**src/rtl/mem_access_unit.sv**
```systemverilog
`default_nettype none
// ============================================================================
// Module   : mem_access_unit
// Brief    : Byte/half/word load-store front end for a word-wide data cache;
//            sub-word stores are done as read-modify-write.
// Revision : 1.0
// ============================================================================
module mem_access_unit #(
    parameter int ADDR_W    = 32,
    parameter int READ_SWAP = 1
) (
    input  logic              clk_i,
    input  logic              rst_ni,
    input  logic              req_valid_i,
    output logic              req_ready_o,
    input  logic              req_we_i,
    input  logic [ADDR_W-1:0] req_addr_i,
    input  logic [1:0]        req_size_i,
    input  logic              req_unsigned_i,
    input  logic [31:0]       req_wdata_i,
    output logic              rsp_valid_o,
    output logic [31:0]       rsp_rdata_o,
    output logic              rsp_err_o,
    output logic              cache_re_o,
    output logic [ADDR_W-1:0] cache_r_addr_o,
    input  logic [31:0]       cache_rdata_i,
    output logic              cache_we_o,
    output logic [ADDR_W-1:0] cache_w_addr_o,
    output logic [31:0]       cache_w_data_o
);

    localparam logic [1:0] SZ_BYTE = 2'b00;
    localparam logic [1:0] SZ_HALF = 2'b01;
    localparam logic [1:0] SZ_WORD = 2'b10;

    typedef enum logic [1:0] {
        S_IDLE  = 2'd0,
        S_READ  = 2'd1,
        S_WRITE = 2'd2,
        S_RESP  = 2'd3
    } state_t;

    state_t            state_q;
    state_t            state_d;

    logic [ADDR_W-1:0] addr_q;
    logic [1:0]        size_q;
    logic              we_q;
    logic              uns_q;
    logic              err_q;
    logic [31:0]       wdata_q;
    logic [31:0]       word_q;

    logic              accept;
    logic              req_err;
    logic [31:0]       rdata_lane;
    logic [31:0]       merged;
    logic [31:0]       load_val;
    logic [7:0]        ld_byte;
    logic [15:0]       ld_half;

    // The cache read port returns offset 0 in the top byte; bring it to lane 0.
    generate
        if (READ_SWAP != 0) begin : g_swap
            assign rdata_lane = {cache_rdata_i[7:0],   cache_rdata_i[15:8],
                                 cache_rdata_i[23:16], cache_rdata_i[31:24]};
        end else begin : g_noswap
            assign rdata_lane = cache_rdata_i;
        end
    endgenerate

    assign accept = req_valid_i && (state_q == S_IDLE);

    always_comb begin
        req_err = 1'b0;
        case (req_size_i)
            SZ_BYTE: req_err = 1'b0;
            SZ_HALF: req_err = req_addr_i[0];
            SZ_WORD: req_err = |req_addr_i[1:0];
            default: req_err = 1'b1;
        endcase
    end

    always_comb begin
        merged = word_q;
        if (size_q == SZ_BYTE) begin
            merged[{addr_q[1:0], 3'b000} +: 8] = wdata_q[7:0];
        end else begin
            merged[{addr_q[1], 4'b0000} +: 16] = wdata_q[15:0];
        end
    end

    always_comb begin
        ld_byte  = word_q[{addr_q[1:0], 3'b000} +: 8];
        ld_half  = word_q[{addr_q[1], 4'b0000} +: 16];
        load_val = word_q;
        case (size_q)
            SZ_BYTE: load_val = uns_q ? {24'b0, ld_byte} : {{24{ld_byte[7]}}, ld_byte};
            SZ_HALF: load_val = uns_q ? {16'b0, ld_half} : {{16{ld_half[15]}}, ld_half};
            default: load_val = word_q;
        endcase
    end

    always_ff @(posedge clk_i or negedge rst_ni) begin
        if (!rst_ni) begin
            state_q <= S_IDLE;
        end else begin
            state_q <= state_d;
        end
    end

    always_comb begin
        state_d        = state_q;
        req_ready_o    = 1'b0;
        cache_re_o     = 1'b0;
        cache_r_addr_o = '0;
        cache_we_o     = 1'b0;
        cache_w_addr_o = '0;
        cache_w_data_o = '0;
        rsp_valid_o    = 1'b0;
        rsp_err_o      = 1'b0;
        rsp_rdata_o    = '0;
        case (state_q)
            S_IDLE: begin
                req_ready_o = 1'b1;
                if (req_valid_i) begin
                    if (req_err) begin
                        state_d = S_RESP;
                    end else if (req_we_i && (req_size_i == SZ_WORD)) begin
                        state_d = S_WRITE;
                    end else begin
                        state_d = S_READ;
                    end
                end
            end
            S_READ: begin
                cache_re_o     = 1'b1;
                cache_r_addr_o = addr_q;
                state_d        = we_q ? S_WRITE : S_RESP;
            end
            S_WRITE: begin
                cache_we_o     = 1'b1;
                cache_w_addr_o = addr_q;
                cache_w_data_o = (size_q == SZ_WORD) ? wdata_q : merged;
                state_d        = S_RESP;
            end
            S_RESP: begin
                rsp_valid_o = 1'b1;
                rsp_err_o   = err_q;
                rsp_rdata_o = (we_q || err_q) ? 32'b0 : load_val;
                state_d     = S_IDLE;
            end
            default: state_d = S_IDLE;
        endcase
    end

    always_ff @(posedge clk_i or negedge rst_ni) begin
        if (!rst_ni) begin
            addr_q  <= '0;
            size_q  <= '0;
            we_q    <= 1'b0;
            uns_q   <= 1'b0;
            err_q   <= 1'b0;
            wdata_q <= '0;
            word_q  <= '0;
        end else begin
            if (accept) begin
                addr_q  <= req_addr_i;
                size_q  <= req_size_i;
                we_q    <= req_we_i;
                uns_q   <= req_unsigned_i;
                err_q   <= req_err;
                wdata_q <= req_wdata_i;
            end
            if (state_q == S_READ) begin
                word_q <= rdata_lane;
            end
        end
    end

endmodule
`default_nettype wire

```
**config.mk**
```make
export PLATFORM = sky130hd
export DESIGN_NAME = mem_access_unit
export DESIGN_NICKNAME = d
export VERILOG_FILES = /design/src/rtl/mem_access_unit.sv
export SDC_FILE = /design/constraint.sdc
export NUM_CORES = 1
export LEC_CHECK = 0
export ABC_AREA = 0
export CORE_MARGIN = 2
export CORE_UTILIZATION = 35
export CTS_CLUSTER_DIAMETER = 30
export DETAILED_ROUTE_END_ITERATION = 10
export HOLD_SLACK_MARGIN = 0.06
export PLACE_DENSITY = 0.65
export SLEW_MARGIN = 30
export SYNTH_ARGS = -nofsm -noshare
export SYNTH_HDL_FRONTEND = slang
export SYNTH_SLANG_ARGS = --single-unit
export TNS_END_PERCENT = 20
```
**constraint.sdc**
```tcl
create_clock -name clk_i -period 3.2 [get_ports clk_i]
set_input_delay 0.32 -clock clk_i [delete_from_list [all_inputs] [get_ports clk_i]]
set_output_delay 0.32 -clock clk_i [all_outputs]
set_load 0.1 [all_outputs]
```
* Word-level counts from Yosys, hierarchy flattened
Cells that the tools add are included.
Cells by class: eq/ne operators 8, reduce and logical (&&, ||, !) cells 7, add/subtract/negate cells 2, shifts and indexed selects 6, mux-type cells 23
Operators by type and width (number):
- 2-to-1 mux 32 bit | 9
- bitwise mux 32 bit | 2
- case mux 32 bit (2 select lines) | 1
- variable shift 16 x 7 -> 32 bit (first input constant) | 1
- variable shift 8 x 7 -> 32 bit (first input constant) | 1
- indexed part select 16 x 7 -> 32 bit | 1
- indexed part select 32 x 6 -> 16 bit | 1
- indexed part select 32 x 6 -> 8 bit | 1
- indexed part select 8 x 7 -> 32 bit | 1
- negation 5 -> 7 bit | 2
- == test 2 bit (second input constant) | 4
- case mux 2 bit (4 select lines) | 1
- == test 2 x 1 -> 1 bit (second input constant) | 3
- logical NOT 2 bit | 3
- 2-to-1 mux 1 bit | 6
- 2-to-1 mux 2 bit | 3
- case mux 1 bit (3 select lines) | 1
- logical AND 1 bit | 2
- != test 2 bit (second input constant) | 1
- OR reduction 2 bit | 1
- logical OR 1 bit | 1
Storage, ports and cells: output and inout bits 133, flip-flop bits (word level) 103, word-level logic and storage cells 54, bits of input ports 103

* Logic depth before layout (Yosys ltp)
depth after elaboration 6, depth in mapped cells 8, gate-level depth less buffers 6

* Worst setup path after synthesis
Ideal clock, no wire load.
path kind register to output, start point reg state_q[0], end point out rsp_rdata_o[6], cell stages (with the launch flop) 5, setup slack -3.676 ns, arrival time 6.556 ns, required time 2.880 ns, path buffers 1, cell sequence dfrtp_1 ha_1 nand2_1 clkbuf_1 a2111oi_0
On the way: longest elaborated chain between the ends 2
RTL lines:
- from (decl) | line 43 | state_t state_q;
- from (signal assigned) | line 108 | state_q <= state_d;
- == test 2 bit | line 123 | case (state_q)
- 2-to-1 mux 32 bit | line 123
- to (decl) | line 22 | output logic [31:0] rsp_rdata_o,
Every way passes these cells.

* Worst setup path in the final report
start point reg addr_q[0], end point out cache_w_data_o[18]
On the way: longest elaborated chain between the ends 6, elaborated cells between the ends (all ways) 7, those cells by class add/sub (1); shift (2); mux (4)
RTL lines:
- from (decl) | line 46 | logic [ADDR_W-1:0] addr_q;
- from (signal assigned) | line 168 | addr_q <= req_addr_i;
- negation 5 -> 7 bit * | line 87 | merged[{addr_q[1:0], 3'b000} +: 8] = wdata_q[7:0];
- indexed part select 8 x 7 -> 32 bit or variable shift 8 x 7 -> 32 bit (tied branches) | line 87
- bitwise mux 32 bit * | line 87
- 2-to-1 mux 32 bit * | line 86 | if (size_q == SZ_BYTE) begin
- 2-to-1 mux 32 bit * | line 144 | cache_w_data_o = (size_q == SZ_WORD) ? wdata_q : merged;
- 2-to-1 mux 32 bit * | line 123
- to (decl) | line 29 | output logic [31:0] cache_w_data_o
Mark *: on every way between the ends. The rest lies on a longest branch, timed or not.

==> implementation parameters <==
Parameter                              Value

Outcome
  Run status ... completed

Routing
  Detailed-route DRC error count ... 0
  Vias/cell ... 5.72
  Sum of routed wire length over all layers ... 23.5 mm
  Number of DRC violations after detailed-routing iteration 0 ... 438
  Post-detailed-route count of antenna-violating nets ... 0
  Average wire length per cell after detail routing ... 22.4 um
  Via count ... 6,011
  Drt pass-1 iters ... 5

Yosys
  Distinct cell type count after synthesis ... 37
  Syn nets ... 714
  Synth area leaders ... dfrtp_1 (40%), mux2_2 (16%), and2_1 (6.3%)
  Register area share after synthesis ... 40.1%
  Synth top area share ... 40.1%
  Synth cell count leaders ... dfrtp_1 (103), mux2_2 (94), and2_1 (65)
  Syn Std Cell Area ... 0.00643 mm^2
  Most frequent cell after synthesis ... dfrtp_1
  Count of state elements after synthesis ... 103
  Average footprint of a synthesized cell ... 10.7 um^2
  Prevailing post-synth register cell ... dfrtp_1
  Share of synthesized registers carrying an async set or reset ... 100%
  Number of warning messages in the yosys log ... 0
  Cell accounting for the most synthesized area ... dfrtp_1
  Post-synth EDFFs ... 0
  Mapped Cells ... 602

Final layout
  Area grow syn2layout ... 60.5%
  Total Nets Final ... 929
  Final core utilization ... 57.3%
  Layout Cells excl Fill ... 1,051
  Share of cells above drive strength 1 ... 39.5%
  Count of fill cells added during filler insertion ... 1,531
  ANT cells ... 0

Clocking
  Sinks on the clock net ... 103
  TritonCTS buffer count ... 9
  Insertion delay of the later-clocked pin in the worst-skew pair ... 0.35 ns
  Maximum number of buffers from clock root to sink ... 2
  Clock-pin slew on the worst setup and hold paths ... 0.07 ns
  Number of post-CTS setup repair buffers ... 0
  CTS tree ... yes
  Cell chosen for the clock root ... clkbuf_16
  Number of H-tree branching levels ... 3

Critical path
  Worst-path fanout max ... 9
  Type of element launching the critical path ... flop
  Startpoint-to-endpoint class of the critical path ... reg -> out
  Worst R2R End ... wdata_q[13]
  Required time at the endpoint of the critical path ... 2.88 ns
  Data arrival time at the worst-slack endpoint ... 2.72 ns
  Critical path origin ... addr_q[0]
  Reg-to-reg setup timing slack ... 0.98 ns
  Crit path capture type ... output port
  FF-to-FF Start ... state_q[0]
  Worst R2R Path Depth ... 5

Floorplan
  Initial standard-cell utilization of the core ... 35.7%
  Die boundary height ... 140 um
  Total core area ... 0.0180 mm^2
  Total I/O pin count ... 236
  Area of the die ... 0.0195 mm^2
  Number of placement rows ... 49
  Width of the chip ... 140 um

Timing
  Final sum of negative setup slack ... 0 ns
  Number of endpoints failing setup at the final stage ... 0
  Unrepaired setup endpoints after global routing ... no
  Achievable Freq ... 329 MHz
  Max Transition Viols Final ... 0
  Share of the clock period used by the worst path after layout ... 95.0%
  Shortest clock period the worst path allows after layout ... 3.04 ns
  Clock Skew ... 0.00681 ns
  Actual slew at the worst max-slew pin ... 0.790 ns
  Number of hold-slack violations in the final timing report ... 0
  Worst slack on hold paths ... 0.508 ns
  Worst slew margin relative to its limit ... 47.1%

Global route
  First-pass GRT wire length ... 36.9 mm
  Vias in the first global route ... 6,301
  Number of antenna violations at the first check in global routing ... 0
  Overall global routing resource usage ... 24.1%
  Aggregate global routing overflow ... 0
  Pin count of the biggest net entering global routing ... 55

Placement
  Final Wtd Congestion ... 0.892
  Port Buffers ... 235
  Half-perimeter wire length after placement ... 17.6 mm
  Number of placed cells counting well taps ... 1,034

Run
  Max Cap Viol ... 0

Hold path
  Hold Crit Depth ... 1
  Hold path start ... wdata_q[31]
  Class of the most critical hold timing path ... reg -> reg
  Worst min-delay path endpoint ... wdata_q[31]
-- flip-flops by register name, indices dropped and copies added (netlist names) --
register / flops
err_q: 1
state_q: 2
wdata_q: 32
we_q: 1
word_q: 32
size_q: 2
addr_q: 32
uns_q: 1
-- metal layers --
layer,global-route usage [%],routed length (um)
met2,41.0,11700
met1,31.1,9500
met3,5.33,1820
met4,6.47,520
met5,0,0
-- area by class of cell --
cell class	instances	area [um^2]	share of cell area, %
Multi-Input combinational cell	429	4110	39.8
Timing Repair Buffer	255	2980	28.9
Sequential cell	103	2580	25.0
Tap cell	229	287	2.78
Clock buffer	10	239	2.31
Inverter	19	75.1	0.727
Clock inverter	6	51.3	0.497
-- cell families (layout without fill, tap and decap cells) --
group                      count (synthesis)  count (layout)  share of synthesized area, %
adders and majority gates                  9               9                          1.75
and+or+nand+nor                          117             117                          10.7
muxes                                    136             136                          24.5
AOI/OAI and AO/OA                        167             167                          18.2
DFF                                      103             103                          40.1
buffers and inverters                     70             290                          4.75
-- per-stage QoR --
step / worst slack (ns) / instance area, um^2
3_5_place_dp: 0.533 / 10000
3_3_place_gp: 0.627 / 10000
6_report: 0.161 / 10300
2_1_floorplan: -0.296 / 6980
4_1_cts: 0.161 / 10300
5_1_grt: 0.00377 / 10300
-- worst max-delay path, stage by stage (launching register included) --
cell and delay [ns]:
dfrtp_1 0.38, inv_1 0.20, ha_1 0.20, clkinv_1 0.29
nor4b_4 0.60, a221oi_1 0.25, a211oi_4 0.25, buf_12 0.21
-- how the worst max path moves through the flow --
stage / endpoint / slack (ns) / cells after the start
floorplan: cache_w_data_o[19] / -0.30 / 7
global placement: cache_w_data_o[26] / 0.63 / 6
detailed placement: rsp_rdata_o[6] / 0.53 / 5
CTS: rsp_rdata_o[6] / 0.16 / 5
global route: cache_w_data_o[23] / 0.004 / 6
finish: cache_w_data_o[18] / 0.16 / 7
-- placed cells by master (no fill, tap or decap), types with 7 or more instances in the layout --
cell,count
inv_1,15
nor2_1,20
o21ai_0,51
buf_4,88
dfrtp_1,101
clkbuf_16,9
a211oi_2,13
nand2_1,15
a221oi_4,7
buf_12,65
a21o_1,17
a2111oi_4,7
mux2i_1,35
a22o_1,7
a221oi_1,32
and2_1,65
o22ai_1,9
clkdlybuf4s50_1,101
mux2_2,94
a211oi_4,18
-- what timing repair did --
item | in CTS | in global routing
hold buffers | 1 | 0
gates resized for setup | 0 | 1
hold endpoints to repair | 18 | 0
endpoints found under the setup margin | 0 | 1
Power is not shown: default switching activity piles up to over one toggle a cycle in this logic, so the estimate is an artifact.
